**config.mk**
```make
export PLATFORM = sky130hd
export DESIGN_NAME = fetch_unit
export DESIGN_NICKNAME = d
export VERILOG_FILES = /design/src/rtl/mips_pkg.sv /design/src/rtl/fetch_unit_pc_next_sel.sv /design/src/rtl/fetch_unit.sv
export SDC_FILE = /design/constraint.sdc
export NUM_CORES = 1
export LEC_CHECK = 0
export ABC_AREA = 1
export CAP_MARGIN = 20
export CORE_ASPECT_RATIO = 1.2
export CORE_UTILIZATION = 49
export DETAILED_ROUTE_END_ITERATION = 8
export MAX_ROUTING_LAYER = met4
export PLACE_DENSITY = 0.94
export SYNTH_ARGS = -nofsm -noshare
export SYNTH_HDL_FRONTEND = slang
export SYNTH_SLANG_ARGS = --single-unit
```
**constraint.sdc**
```tcl
create_clock -name clk -period 2.8 [get_ports clk]
set_input_delay 0.42 -clock clk [delete_from_list [all_inputs] [get_ports clk]]
set_output_delay 0.42 -clock clk [all_outputs]
set_load 0.05 [all_outputs]
```
**src/rtl/mips_pkg.sv**
```systemverilog
// Shared types and encodings for the fetch stage and the main/ALU decoders.
package mips_pkg;

    typedef enum logic [1:0] {
        IDLE = 2'b00,
        REQ  = 2'b01,
        HOLD = 2'b10
    } fetch_state_t;

    // 2'b11 is not a member; consumers treat it like J_SEQ.
    typedef enum logic [1:0] {
        J_SEQ = 2'b00,
        J_JMP = 2'b01,
        J_JR  = 2'b10
    } jump_sel_t;

    localparam logic [5:0] OP_RTYPE  = 6'h00;
    localparam logic [5:0] OP_J      = 6'h02;
    localparam logic [5:0] OP_JAL    = 6'h03;
    localparam logic [5:0] OP_BEQ    = 6'h04;
    localparam logic [5:0] OP_BNE    = 6'h05;
    localparam logic [5:0] OP_ADDI   = 6'h08;
    localparam logic [5:0] OP_LW     = 6'h23;
    localparam logic [5:0] OP_SW     = 6'h2b;

    localparam logic [5:0] FUNCT_JR  = 6'h08;
    localparam logic [5:0] FUNCT_ADD = 6'h20;
    localparam logic [5:0] FUNCT_SUB = 6'h22;
    localparam logic [5:0] FUNCT_AND = 6'h24;
    localparam logic [5:0] FUNCT_OR  = 6'h25;
    localparam logic [5:0] FUNCT_SLT = 6'h2a;

endpackage

```
**src/rtl/fetch_unit_pc_next_sel.sv**
```systemverilog
// Combinational next-PC select (JR > J/JAL > taken branch > sequential) plus JR
// misalignment detect.
module pc_next_sel
    import mips_pkg::*;
#(
    parameter int unsigned AW = 32
) (
    input  logic [AW-1:0] pcplus4,
    input  logic [25:0]   instr_index,
    input  logic          pcsrc,
    input  logic [1:0]    jump,
    input  logic [AW-1:0] jr_target,
    output logic [AW-1:0] next_pc,
    output logic          addr_err
);

    logic [AW-1:0] br_offset;
    logic [AW-1:0] jmp_target;

    always_comb begin
        br_offset  = {{(AW-18){instr_index[15]}}, instr_index[15:0], 2'b00};
        // J/JAL keeps the 256 MB region of the delay-slot address.
        jmp_target        = pcplus4;
        jmp_target[27:0]  = {instr_index, 2'b00};

        next_pc  = pcplus4;
        addr_err = 1'b0;
        case (jump)
            J_JR: begin
                next_pc  = {jr_target[AW-1:2], 2'b00};
                addr_err = |jr_target[1:0];
            end
            J_JMP:   next_pc = jmp_target;
            default: if (pcsrc) next_pc = pcplus4 + br_offset;
        endcase
    end

endmodule

```
**src/rtl/fetch_unit.sv**
```systemverilog
// Instruction-fetch stage: PC register, req/ack imem port, held instruction for decode.
// Optional performance counters under FETCH_PERF_CNT_EN.
module fetch_unit
    import mips_pkg::*;
#(
    parameter int unsigned   AW       = 32,
    parameter logic [AW-1:0] RESET_PC = '0
) (
    input  logic          clk,
    input  logic          reset,
    output logic          imem_req,
    output logic [AW-1:0] imem_addr,
    input  logic          imem_ack,
    input  logic [31:0]   imem_rdata,
    output logic [31:0]   instr,
    output logic          instr_valid,
    input  logic          instr_ready,
    output logic [AW-1:0] pc,
    output logic [AW-1:0] pcplus4,
    input  logic          pcsrc,
    input  logic [1:0]    jump,
    input  logic [AW-1:0] jr_target,
    output logic          addr_err
`ifdef FETCH_PERF_CNT_EN
    ,
    output logic [31:0]   perf_fetched,
    output logic [31:0]   perf_stall
`endif
);

    fetch_state_t  state_q, state_d;
    logic [AW-1:0] pc_q, pc_d;
    logic [31:0]   instr_q, instr_d;
    logic          addr_err_q, addr_err_d;
    logic [AW-1:0] next_pc;
    logic          jr_misaligned;
    logic          consume;
    logic          stall;

    pc_next_sel #(
        .AW (AW)
    ) u_pc_next_sel (
        .pcplus4     (pcplus4),
        .instr_index (instr_q[25:0]),
        .pcsrc       (pcsrc),
        .jump        (jump),
        .jr_target   (jr_target),
        .next_pc     (next_pc),
        .addr_err    (jr_misaligned)
    );

    always_comb begin
        state_d     = state_q;
        pc_d        = pc_q;
        instr_d     = instr_q;
        addr_err_d  = 1'b0;
        imem_req    = 1'b0;
        instr_valid = 1'b0;
        consume     = 1'b0;
        stall       = 1'b0;
        case (state_q)
            IDLE: state_d = REQ;
            REQ: begin
                imem_req = 1'b1;
                if (imem_ack) begin
                    instr_d = imem_rdata;
                    state_d = HOLD;
                end else begin
                    stall = 1'b1;
                end
            end
            HOLD: begin
                instr_valid = 1'b1;
                if (instr_ready) begin
                    consume    = 1'b1;
                    pc_d       = next_pc;
                    addr_err_d = jr_misaligned;
                    state_d    = REQ;
                end else begin
                    stall = 1'b1;
                end
            end
            default: state_d = IDLE;
        endcase
    end

    always_ff @(posedge clk or posedge reset) begin
        if (reset) begin
            state_q    <= IDLE;
            pc_q       <= RESET_PC;
            instr_q    <= '0;
            addr_err_q <= 1'b0;
        end else begin
            state_q    <= state_d;
            pc_q       <= pc_d;
            instr_q    <= instr_d;
            addr_err_q <= addr_err_d;
        end
    end

    assign imem_addr = pc_q;
    assign pc        = pc_q;
    assign pcplus4   = pc_q + AW'(4);
    assign instr     = instr_q;
    assign addr_err  = addr_err_q;

`ifdef FETCH_PERF_CNT_EN
    logic [31:0] fetched_q, stall_q;

    always_ff @(posedge clk or posedge reset) begin
        if (reset) begin
            fetched_q <= '0;
            stall_q   <= '0;
        end else begin
            if (consume) fetched_q <= fetched_q + 32'd1;
            if (stall)   stall_q   <= stall_q + 32'd1;
        end
    end

    assign perf_fetched = fetched_q;
    assign perf_stall   = stall_q;
`else
    logic unused_perf;
    assign unused_perf = consume ^ stall;
`endif

endmodule

```
==> results of run 1 <==
-- what timing repair did --
action,4_1_cts
cloned,0
resized for setup,138
pin swaps,36
buffers inserted,18
hold endpoints to repair,0
setup endpoints to repair,22
-- per-layer routing --
metal  overflow  GRT usage
met1          0      0.738
met2         24      0.922
met3          0      0.611
met4         11      0.762
met5          -          -
-- logic make-up after synthesis --
group           share of synthesized area
fa+ha+maj                          0.0703
other cells                      0.000561
mux                                0.0455
buf+inv                             0.139
compound gates                      0.152
flops                               0.243
xor+xnor                           0.0378
simple gates                        0.311
-- metrics by stage --
step | util | TNS [ps] | hold slack [ps] | setup slack (ps) | cell area, sq um
CTS | 0.807 | -131 | 499 | -54.3 | 10700
global placement | 0.725 | -3730 | 479 | -341 | 9630
floorplan | - | -4990 | 458 | -249 | 6890
detailed placement | 0.725 | -4910 | 493 | -398 | 9630
-- cell usage after synthesis --
master	n
nand2_1	277
inv_1	141
a21oi_1	80
nor2_1	78
nand3_1	76
dfrtp_1	65
buf_4	36
ha_1	36
mux2_2	27
o21ai_0	26
xor2_1	24
a22o_1	19
clkbuf_1	16
nand4_1	12
nor3_1	12
buf_2	10
a21boi_1	9
nand2_2	9
nor2_4	6
a22oi_1	5
a2bb2oi_1	5
o21ai_1	5
or2_2	5
a21boi_0	4
nor2_2	4
o211ai_1	4
o21bai_1	4
a21o_1	3
inv_2	3
xnor2_1	3
buf_1	2
nand3_2	2
nor3_2	2
a221oi_1	1
a311o_1	1
clkinv_1	1
conb_1	1
fa_1	1
nand3b_1	1
o21a_1	1
o22ai_1	1
or2_1	1
xor2_2	1
==> out/qor.yml, run 1 <==
floorplan:
  start_util: 0.503
  io_pins: 202
  die_w_microns: 109
  rows: 46
  die-height_microns: 130
placement:
  place_congestion: 1.09
  place_inst: 1448
  dpl.hpwl_mm: 21.3
  port_buffers: 195
synthesis:
  ys_types: 43
  ys_seq_area_frac: 0.243
  syn_area_sq_um: 6690
  avgSynthCellArea_sq_um: 6.56
  yosys.area.top_type: "dfrtp_1"
  ys_seq_elements: 65
  synth_cells: 1020
  ys_warn_count: 0
  synth_top_area_frac: 0.243
  synthTopCellsByArea: "dfrtp_1 24%, nand2_1 16%, inv_1 7.9%"
outcome:
  lastStage: "global routing (5_1_grt)"
  status: "aborted with a tool error"
  stop_error: "[ERROR GRT-0232] Routing congestion too high. Check the congestion heatmap in the GUI."
timing:
  worst_endpoint: "imem_addr[28]$_DFFE_PP0P_/D"
  worst-ep-kind: "sequential cell input"
grt:
  grt_usage: 0.768
  grt.overflow.total: 35
  grt_max_degree: 49
clock_network:
  root_buffer: "clkbuf_16"
  hold_buffers: 0
  cts_buffer_depth: 2
  numCtsBuffers: 9
  cts_sinks: 65
  cts.htree.levels: 3
==> inputs of run 2 (changes only) <==
--- a/config.mk
+++ b/config.mk
@@ -7,11 +7,9 @@
 export LEC_CHECK = 0
 export ABC_AREA = 1
 export CAP_MARGIN = 20
-export CORE_ASPECT_RATIO = 1.2
-export CORE_UTILIZATION = 49
+export CORE_UTILIZATION = 40
 export DETAILED_ROUTE_END_ITERATION = 8
-export MAX_ROUTING_LAYER = met4
-export PLACE_DENSITY = 0.94
+export PLACE_DENSITY_LB_ADDON = 0.15
 export SYNTH_ARGS = -nofsm -noshare
 export SYNTH_HDL_FRONTEND = slang
 export SYNTH_SLANG_ARGS = --single-unit
==> run 2 against run 1 <==
  * The flow now finishes, with violations (setup timing)
  * Synthesized area is the same
  * Synthesized cell count is the same
==> out/qor.yml, run 2 <==
outcome:
  status: "finished with violations"
  violations: "setup timing"
critical_path:
  cpMaxStageDelayCell: "dfrtp_2"
  path_delay_family: "simple AND/OR/NAND/NOR gates"
  critPathMaxFanout: 4
  path_common_cell: "nand2_1"
  cp-start-kind: "register"
  crit_end: "imem_addr[17]"
  required_ps: 3080
  reg2reg_depth: 18
  critical_path_arrival_ps: 3140
  cp_slowest_stage_delay_ps: 440
  worstPathBufferInverterCount: 4
  cp-end-kind: "register"
  r2r_end: "imem_addr[17]"
  reg2reg_from: "imem_addr[2]"
  worstPathCellList: "ha_4 -> nand2_2 -> inv_4 -> nand2_4 -> nor2_2 -> xor2_1 -> inv_2 -> ha_1 -> nand2_1 -> inv_1 -> buf_4 -> nand2_1 -> nor3_2 -> nand2_1 -> nand3_2 -> xor2_2 -> o21ai_1 -> a21boi_1"
  path_depth: 18
  crit_start: "imem_addr[2]"
  path_class: "reg2reg"
  rrSetupSlack_ps: -60
floorplan:
  start_util: 0.415
  rows: 46
  io_pins: 202
  core_sq_um: 16100
  fp.dieArea_sq_um: 17200
  die_w_microns: 131
  die-height_microns: 131
synthesis:
  avgSynthCellArea_sq_um: 6.56
  synth_edf_count: 0
  async_reset_ff_frac: 1.00
  yosys.area.top_type: "dfrtp_1"
  ys_warn_count: 0
  syn_area_sq_um: 6690
  ys_seq_area_frac: 0.243
  ys_seq_elements: 65
  synth_flop_cell: "dfrtp_1"
  ys_types: 43
  synthMostInstantiatedCell: "nand2_1"
  synth_cells: 1020
  synth_top_area_frac: 0.243
  yosys-top-cells-count: "277 x nand2_1, 141 x inv_1, 80 x a21oi_1"
  synthTopCellsByArea: "dfrtp_1 24%, nand2_1 16%, inv_1 7.9%"
detailed_routing:
  dr_wl_met3_mm: 1.73
  wl_met1_mm: 11.6
  drt-wirelength-per-cell_microns: 17.4
  routed_wl_mm: 27.4
  vias: 8227
  top_layer_used: "met4"
  met2_length_mm: 13.2
  drc: 0
  drtIter0Drc: 573
  ant_nets: 0
  first_pass_iters: 5
  viasPerCell: 5.22
timing:
  hold_viol: 0
  finalSetupViolations: 8
  tightest_slew_ps: 744
  period_needed_ps: 2860
  rsz0062_at_grt: "yes"
  layout_setup_ws_ps: -61.7
  maxSlewViolCount: 0
  fmax_ghz: 0.349
  finalCritPeriodShare: 1.02
  finClkSkew_ps: 8.19
  relSlewSlack: 0.504
cells_and_area:
  antenna_cells: 0
  nets: 1462
  drive_gt1_frac: 0.381
  mostFrequentLayoutCell: "nand2_1"
  largest_reg_flops: 32
  layout_common_cells: "214 x nand2_1, 192 x buf_4, 169 x clkdlybuf4s50_1, 118 x inv_1, 63 x a21oi_1"
  area_delta_synth_final_pct: 73.3
  fin_area_sq_um: 11600
clock_network:
  cts_buffer_depth: 2
  cts.reportedPaths.clkPinSlew_ps: 70
  clkLatencyLatePin_ps: 350
  cts_tree: "built"
  numCtsBuffers: 9
  hold_buffers: 0
  root_buffer: "clkbuf_16"
  cts.htree.levels: 3
  cts_sinks: 65
placement:
  post-place-ws_ps: -498
  dpl_cell_area_sq_um: 9980
  place_congestion: 0.931
  port_buffers: 195
  dpl.hpwl_mm: 20.4
grt:
  grt.overflow.total: 0
  grt_max_degree: 45
  grt_usage: 0.302
  antenna_found_initial: 0
  grt_pass1_wl_mm: 40.5
  grt_pass1_vias: 7575
hold_path:
  hold_class: "in2async"
run:
  max-cap-violations: 0
run 2: cell counts after synthesis:
No cell type changed its count.
run 2: worst reg2reg max path, stage by stage, from the launching register on:
cell and delay, ps:
dfrtp_2 440, ha_4 160, nand2_2 60, inv_4 80
nand2_4 70, nor2_2 140, xor2_1 250, inv_2 110
ha_1 300, nand2_1 70, inv_1 80, buf_4 100
nand2_1 70, nor3_2 240, nand2_1 110, nand3_2 90
xor2_2 200, o21ai_1 100, a21boi_1 130
run 2: kinds of logic (layout without fill, tap and decap cells):
logic type | Yosys count | count (layout) | share of synthesized area
XOR/XNOR | 28 | 28 | 0.0378
other | 1 | 6 | 0.000561
AND/OR/NAND/NOR | 485 | 485 | 0.311
AO/OA/AOI/OAI | 168 | 168 | 0.152
multiplexers | 27 | 27 | 0.0455
buffers and inverters | 209 | 543 | 0.139
adder cells (fa/ha/maj) | 37 | 37 | 0.0703
flip-flops | 65 | 65 | 0.243
run 2: through the flow:
stage / hold WS (ps) / cells / TNS [ps] / utilization
after detailed placement: 482 / 1533 / -4260 / 0.620
after floorplan: 458 / 1025 / -4990 / -
final: 435 / 1575 / -179 / 0.719
after global placement: 477 / 1533 / -3940 / 0.620
after global routing: 489 / 1575 / -2640 / 0.719
after CTS: 445 / 1556 / -74.6 / 0.663
run 2: cell type report:
| type | count | area (sq um) |
|---|---|---|
| clock buffer | 11 | 253 |
| clock inverter | 5 | 38.8 |
| fill | 1282 | 4520 |
| inverter | 145 | 551 |
| multi-input combinational | 751 | 5350 |
| sequential | 65 | 1660 |
| tap | 216 | 270 |
| timing repair buffer | 382 | 3470 |
run 2: how the worst min path moves through the flow:
stage	startpoint	end	slack (ps)	cells after the start
floorplan	state_q[0]	state_q[0]	460	1
global placement	state_q[0]	state_q[0]	480	1
detailed placement	state_q[0]	state_q[0]	480	1
CTS	reset	addr_err	440	2
global route	reset	addr_err	490	2
finish	reset	addr_err	430	2
run 2: per-layer routing:
layer  GRT usage  vias up
met1       0.390     3895
met4       0.122        0
met2       0.504      354
met3      0.0471       57
met5           0        -
li1            -     3921
run 2: repair_timing:
item | CTS | global route
setup endpoints to repair | 22 | 23
pin swaps | 23 | 61
resized for setup | 75 | 173
endpoints found under the hold margin | 0 | 0
setup buffers | 8 | 19
Power of run 2 is not shown: default switching activity piles up to over one toggle a cycle in this logic, so the estimate is an artifact.
